`config.mk`:
```
export PLATFORM = sky130hd
export DESIGN_NAME = bloco_controle
export DESIGN_NICKNAME = d
export VERILOG_FILES = /design/src/rtl/bloco_controle.sv
export SDC_FILE = /design/constraint.sdc
export NUM_CORES = 1
export LEC_CHECK = 0
export CAP_MARGIN = 20
export CORE_MARGIN = 3
export CORE_UTILIZATION = 41
export CTS_CLUSTER_SIZE = 40
export DETAILED_ROUTE_END_ITERATION = 8
export PLACE_DENSITY_LB_ADDON = 0.12
export SYNTH_ARGS = -nofsm -noshare
export SYNTH_HDL_FRONTEND = slang
export SYNTH_SLANG_ARGS = --single-unit
```
`constraint.sdc`:
```
create_clock -name clk -period 3.25 [get_ports clk]
set_input_delay 0.8125 -clock clk [delete_from_list [all_inputs] [get_ports clk]]
set_output_delay 0.8125 -clock clk [all_outputs]
set_load 0.05 [all_outputs]
```
`src/rtl/bloco_controle.sv`:
```
// bloco_controle: traffic-light control FSM sequencing the 7 s / 5 s / 0.5 s timers.
// Optional pedestrian-request gating of the green phase under `PED_REQ_EN.
module bloco_controle #(
    parameter int YELLOW_HALVES = 4,
    parameter int PED_BLINKS    = 6
) (
    input  logic clk,
    input  logic rst,
    input  logic fim_7s,
    input  logic fim_5s,
    input  logic fim_05s,
`ifdef PED_REQ_EN
    input  logic pedido_pedestre,
    output logic pedido_pendente,
`endif
    output logic load_Reg7s,
    output logic clear_Reg7s,
    output logic load_Reg5s,
    output logic clear_Reg5s,
    output logic load_Reg05s,
    output logic clear_Reg05s,
    output logic carro_verde,
    output logic carro_amarelo,
    output logic carro_vermelho,
    output logic pedestre_verde,
    output logic pedestre_vermelho
);
    typedef enum logic [1:0] {VERDE, AMARELO, VERMELHO, PISCA} state_t;
    localparam logic [10:0] RST_OUTS = 11'b01000010001;
    state_t st, st_n;
    logic ent, ent_n, fim, go, last, req_ok;
    logic [3:0] hc, hc_n;
    logic [10:0] outs, outs_n;
`ifdef PED_REQ_EN
    logic pend, pend_n;
    assign req_ok = st != VERDE || pend || pedido_pedestre;
    assign pedido_pendente = pend;
`else
    assign req_ok = 1'b1;
`endif
    always_comb begin
        fim  = st == VERDE ? fim_7s : st == VERMELHO ? fim_5s : fim_05s;
        go   = !ent && fim && req_ok;
        last = hc == (st == AMARELO ? 4'(YELLOW_HALVES - 1) : 4'(PED_BLINKS - 1));
        st_n  = st;
        hc_n  = hc;
        ent_n = go;
        if (go) begin
            case (st)
                VERDE:    st_n = AMARELO;
                VERMELHO: begin st_n = PISCA; hc_n = 4'd0; end
                AMARELO, PISCA: begin
                    hc_n = last ? 4'd0 : hc + 4'd1;
                    st_n = !last ? st : st == AMARELO ? VERMELHO : VERDE;
                end
            endcase
        end
        // outputs are decoded from the next state so they leave the flops aligned with it
        outs_n = {st_n == VERDE && !ent_n, st_n == VERDE && ent_n,
                  st_n == VERMELHO && !ent_n, st_n == VERMELHO && ent_n,
                  st_n[0] && !ent_n, st_n[0] && ent_n,
                  st_n == VERDE, st_n == AMARELO, st_n[1], st_n == VERMELHO,
                  st_n == PISCA ? hc_n[0] : st_n != VERMELHO};
`ifdef PED_REQ_EN
        pend_n = (st == AMARELO && st_n == VERMELHO) ? 1'b0 :
                 (pedido_pedestre && !st[1]) ? 1'b1 : pend;
`endif
    end
    always_ff @(posedge clk or posedge rst) begin
        if (rst) begin
            st   <= VERDE;
            ent  <= 1'b1;
            hc   <= 4'd0;
            outs <= RST_OUTS;
`ifdef PED_REQ_EN
            pend <= 1'b0;
`endif
        end else begin
            st   <= st_n;
            ent  <= ent_n;
            hc   <= hc_n;
            outs <= outs_n;
`ifdef PED_REQ_EN
            pend <= pend_n;
`endif
        end
    end
    assign {load_Reg7s, clear_Reg7s, load_Reg5s, clear_Reg5s, load_Reg05s, clear_Reg05s,
            carro_verde, carro_amarelo, carro_vermelho, pedestre_verde, pedestre_vermelho} = outs;
endmodule

```
# ---- Yosys cells after proc, flatten, opt, wreduce, memory -nomap -nowiden
# Index checks and enable logic that the tools add are counted.
dict set report word_totals {
  rom_bits 0
  latchBits 0
  mem_count 0
  ff_bits 18
  ram_bits 0
}
dict set report classes {
  reduce_logical 14
  eq_ne 8
  n_addsub 1
  n_div 0
  n_bitwise 0
  n_shift 0
  n_lt_le_gt_ge 0
  n_mux 11
  n_mul 0
}
# operator count
set ops {}
lappend ops {{2-bit equality test (second input constant)} 4}
lappend ops {{4-bit case mux with 2 select lines} 1}
lappend ops {{1-bit logical AND} 7}
lappend ops {{2-bit 2-to-1 mux} 3}
lappend ops {{2-bit case mux with 3 select lines} 1}
lappend ops {{4-bit by 1-bit adder with 4-bit output (second input constant)} 1}
lappend ops {{2-bit by 1-bit equality test with 1-bit output (second input constant)} 2}
lappend ops {{4-bit by 3-bit equality test with 1-bit output} 1}
lappend ops {{2-bit zero test} 2}
lappend ops {{1-bit 2-to-1 mux} 4}
lappend ops {{4-bit 2-to-1 mux} 1}
lappend ops {{3-bit 2-to-1 mux} 1}
lappend ops {{1-bit zero test} 2}
lappend ops {{2-bit inequality test (second input constant)} 1}
lappend ops {{2-bit AND reduction} 1}
lappend ops {{2-bit nonzero test} 1}
lappend ops {{2-bit OR reduction} 1}

# ---- Depth between registers and ports, before layout
dict set report logic_depth {
  depth_word 8
  ltp_mapped 6
  mapped_depth_nobuf 5
}

# ---- Worst setup path before layout
# OpenSTA, ideal clock, no wires.
dict set report synth_path {
  kind {reg2reg}
  startpoint {register, netlist name outs[2]}
  endpoint {register outs[4]}
  arrival_ns 1.560
  stages_incl_launch_ff 7
  setup_slack_ns 1.608
  setup_ns 0.082
  path_cell_list {dfrtp_1 > buf_6 > nand2b_1 > a21oi_4 > nor3_4 > and2_4 > or2_1}
}
# element line_no
set synth_rtl {}
lappend synth_rtl {{end signal: assignment} 82} ;# outs <= outs_n;
lappend synth_rtl {{end: declaration} 33} ;# logic [10:0] outs, outs_n;

# ---- Final worst setup path
dict set report layout_path {
  startpoint {register outs[2]}
  endpoint {output port carro_vermelho}
}
# element line_no
set layout_rtl {}
lappend layout_rtl {{end: declaration} 24} ;# output logic carro_vermelho,
# No word-level cell between the ends.

==> metrics.csv <==
metric,value,unit
clock sink total,17,
Pwr Density,1030,nW/um^2
RSZ-0062 raised after global routing,no,
Worst-path clk slew,100,ps
die height,49.6,um
cell family with most CP delay,buffers and inverters,
Final Hold Fails,0,
Critical Path RT,2440,ps
# DRC,0,
minimum clock period,2570,ps
Port Buf Inserts,15,
ys async rst share,100,%
clock share of power,10.8,%
Gate power share,51.1,%
"Clk Latency, worst-skew pair",280,ps
synth cell count leaders,"dfrtp_1 (13), dfstp_2 (4), inv_1 (4), nand2_1 (4), nor2_1 (4)",
Layout area overhead,23.7,%
GRT Total Usage,12.5,%
Final Max Slew Viols,0,
post-CTS sizing,0,
post-synth top area share,41.7,%
wire length on met2,609,um
grt ovf,0,
sequential power share,38.1,%
routed length on met1,603,um
outcome,finished clean,
min-delay worst type,reg2reg,
Avg Inst Size Synth,11.8,um^2
H-tree depth,1,
Setup WS pre-CTS,997,ps
CP Capture Type,output pin,
Sw Share,46.1,%
FMAX,0.389,GHz
via count,534,
wire length on met3,68,um
Total Wirelength,1290,um
Slew @ Worst Pin,606,ps
Clock Tree Buf Depth,2,
Detail Route Antenna Nets,0,
drt first-iter violations,2,
top layer in use,met4,
initial antenna violation count,0,
Area contributors post-synth,"dfrtp_1 (42%), dfstp_2 (13%), buf_6 (2.9%)",
final net count,90,
Yosys top cell by area,dfrtp_1,
Routed wire per std cell,12.0,um
Main synth FF type,dfrtp_1,
arrival time worst endpoint,1760,ps
"count leader, synth",dfrtp_1,
Final Setup Violations,0,
Bufs and invs on worst path,1,
total die area,2460,um^2
sequential fraction of the synthesis area,55.1,%
CP max FO,12,
first-pass iteration count of the detailed router,4,
slew margin rel.,59.6,%
first-pass GRT wire length,2340,um
Post-CTS Setup Inserts,0,
total leakage power,0.426,nW
Post-CTS Hold Buffers,0,
Synth Cell Area,781,um^2
IO Pins,16,
syn_nets,72,
"Distinct cells, synth",33,
CP startpoint kind,flop,
core area,1760,um^2
routability cong.,0.744,
Syn. warnings,0,
detailed-placement wirelength estimate,982,um
via density per instance,4.94,
CTS buffer count,3,
CP peak stage delay,880,ps
Final period util,79.1,%
max cap viols,0,
Ant. Diodes,0,
internal power,0.000538,W
vias in the first global route,521,
fraction of layout cells with a size suffix above 1,19.3,%
Post-synth EDFFs,0,
Crit Path Class,reg2out,
Post-Syn Instances,66,
Die W,49.6,um
row count,15,
setup_tns,0,ps
Clock Skews,6.77,ps
Root Buffer,clkbuf_4,
pin count of the biggest net entering global routing,18,
#FFs+latches synth,17,
CTS tree,yes,
"slowest stage cell, crit path",clkdlybuf4s50_1,
setup ws final,680,ps
Worst VDD drop,0.000480,V
CP Cell Sequence,clkdlybuf4s50_1,
Psw,0.000461,W
initial core utilization,44.3,%
[cell families after synthesis]
| logic type | Yosys count | synth area share [%] |
|---|---|---|
| simple gates | 25 | 21.8 |
| buf+inv | 6 | 4.81 |
| xor+xnor | 1 | 1.12 |
| flops | 17 | 55.1 |
| mux | 1 | 1.28 |
| compound gates | 15 | 14.3 |
| fa+ha+maj | 1 | 1.60 |
[sequential cells by signal (all words and copies together) (netlist names)]
register and count:
ent 1, hc 4, outs 11, st 1
[power by group through the flow]
stage	registers, W	clock network [W]	logic, W
floorplan	0.000499	0	0.000280
global placement	0.000379	0	0.000506
detailed placement	0.000385	0	0.000513
CTS	0.000380	0.000114	0.000515
global route	0.000398	0.000123	0.000547
finish	0.000380	0.000108	0.000510
[final cells by class]
type	instances	area, um^2
clock buffers	4	26.3
fillers	167	798
inverters	4	15.0
multi-input cells	43	313
flip-flops and latches	17	430
well taps	25	31.3
repair buffers	15	150
[cells in the final DEF (no fill, tap or decap), drive strengths merged, types with 2 or more instances in the layout]
master,n
inv,4
and2,3
nand3,2
nor2,4
nand2b,2
a21oi,4
dfrtp,13
o21bai,2
or2,3
dfstp,4
nand2,4
o21ai,3
nor4,2
clkdlybuf4s50,15
nor3,3
clkbuf,4
a21o,2
[routing by layer]
metal | global-route usage [%] | vias to the layer above
li1 | - | 271
met1 | 17.2 | 246
met2 | 18.1 | 15
met3 | 3.02 | 2
met4 | 6.91 | 0
met5 | 0 | -
[stage by stage]
stage	power [W]	utilization, %	instance area, um^2	hold WS [ps]	cells
after global placement	0.000885	53.3	940	463	104
after global routing	0.00107	54.8	966	500	108
after floorplan	0.000779	-	781	442	66
after CTS	0.00101	54.8	966	492	108
after detailed placement	0.000898	53.3	940	478	104
final	0.000999	54.8	966	492	108
[final timing paths]
check	from	end	slack (ps)	cells after the start
max	outs[2]$_DFF_PP0_	carro_vermelho	680	1
min	hc[3]$_DFFE_PP0P_	hc[3]$_DFFE_PP0P_	490	1
max reg2reg	outs[2]$_DFF_PP0_	outs[4]$_DFF_PP1_	1640	5
min reg2reg	hc[3]$_DFFE_PP0P_	hc[3]$_DFFE_PP0P_	490	1
max in group asynchronous	rst	outs[6]$_DFF_PP0_	1960	2
min in group asynchronous	rst	outs[1]$_DFF_PP0_	890	2
Power figures use the tool's default switching activity.
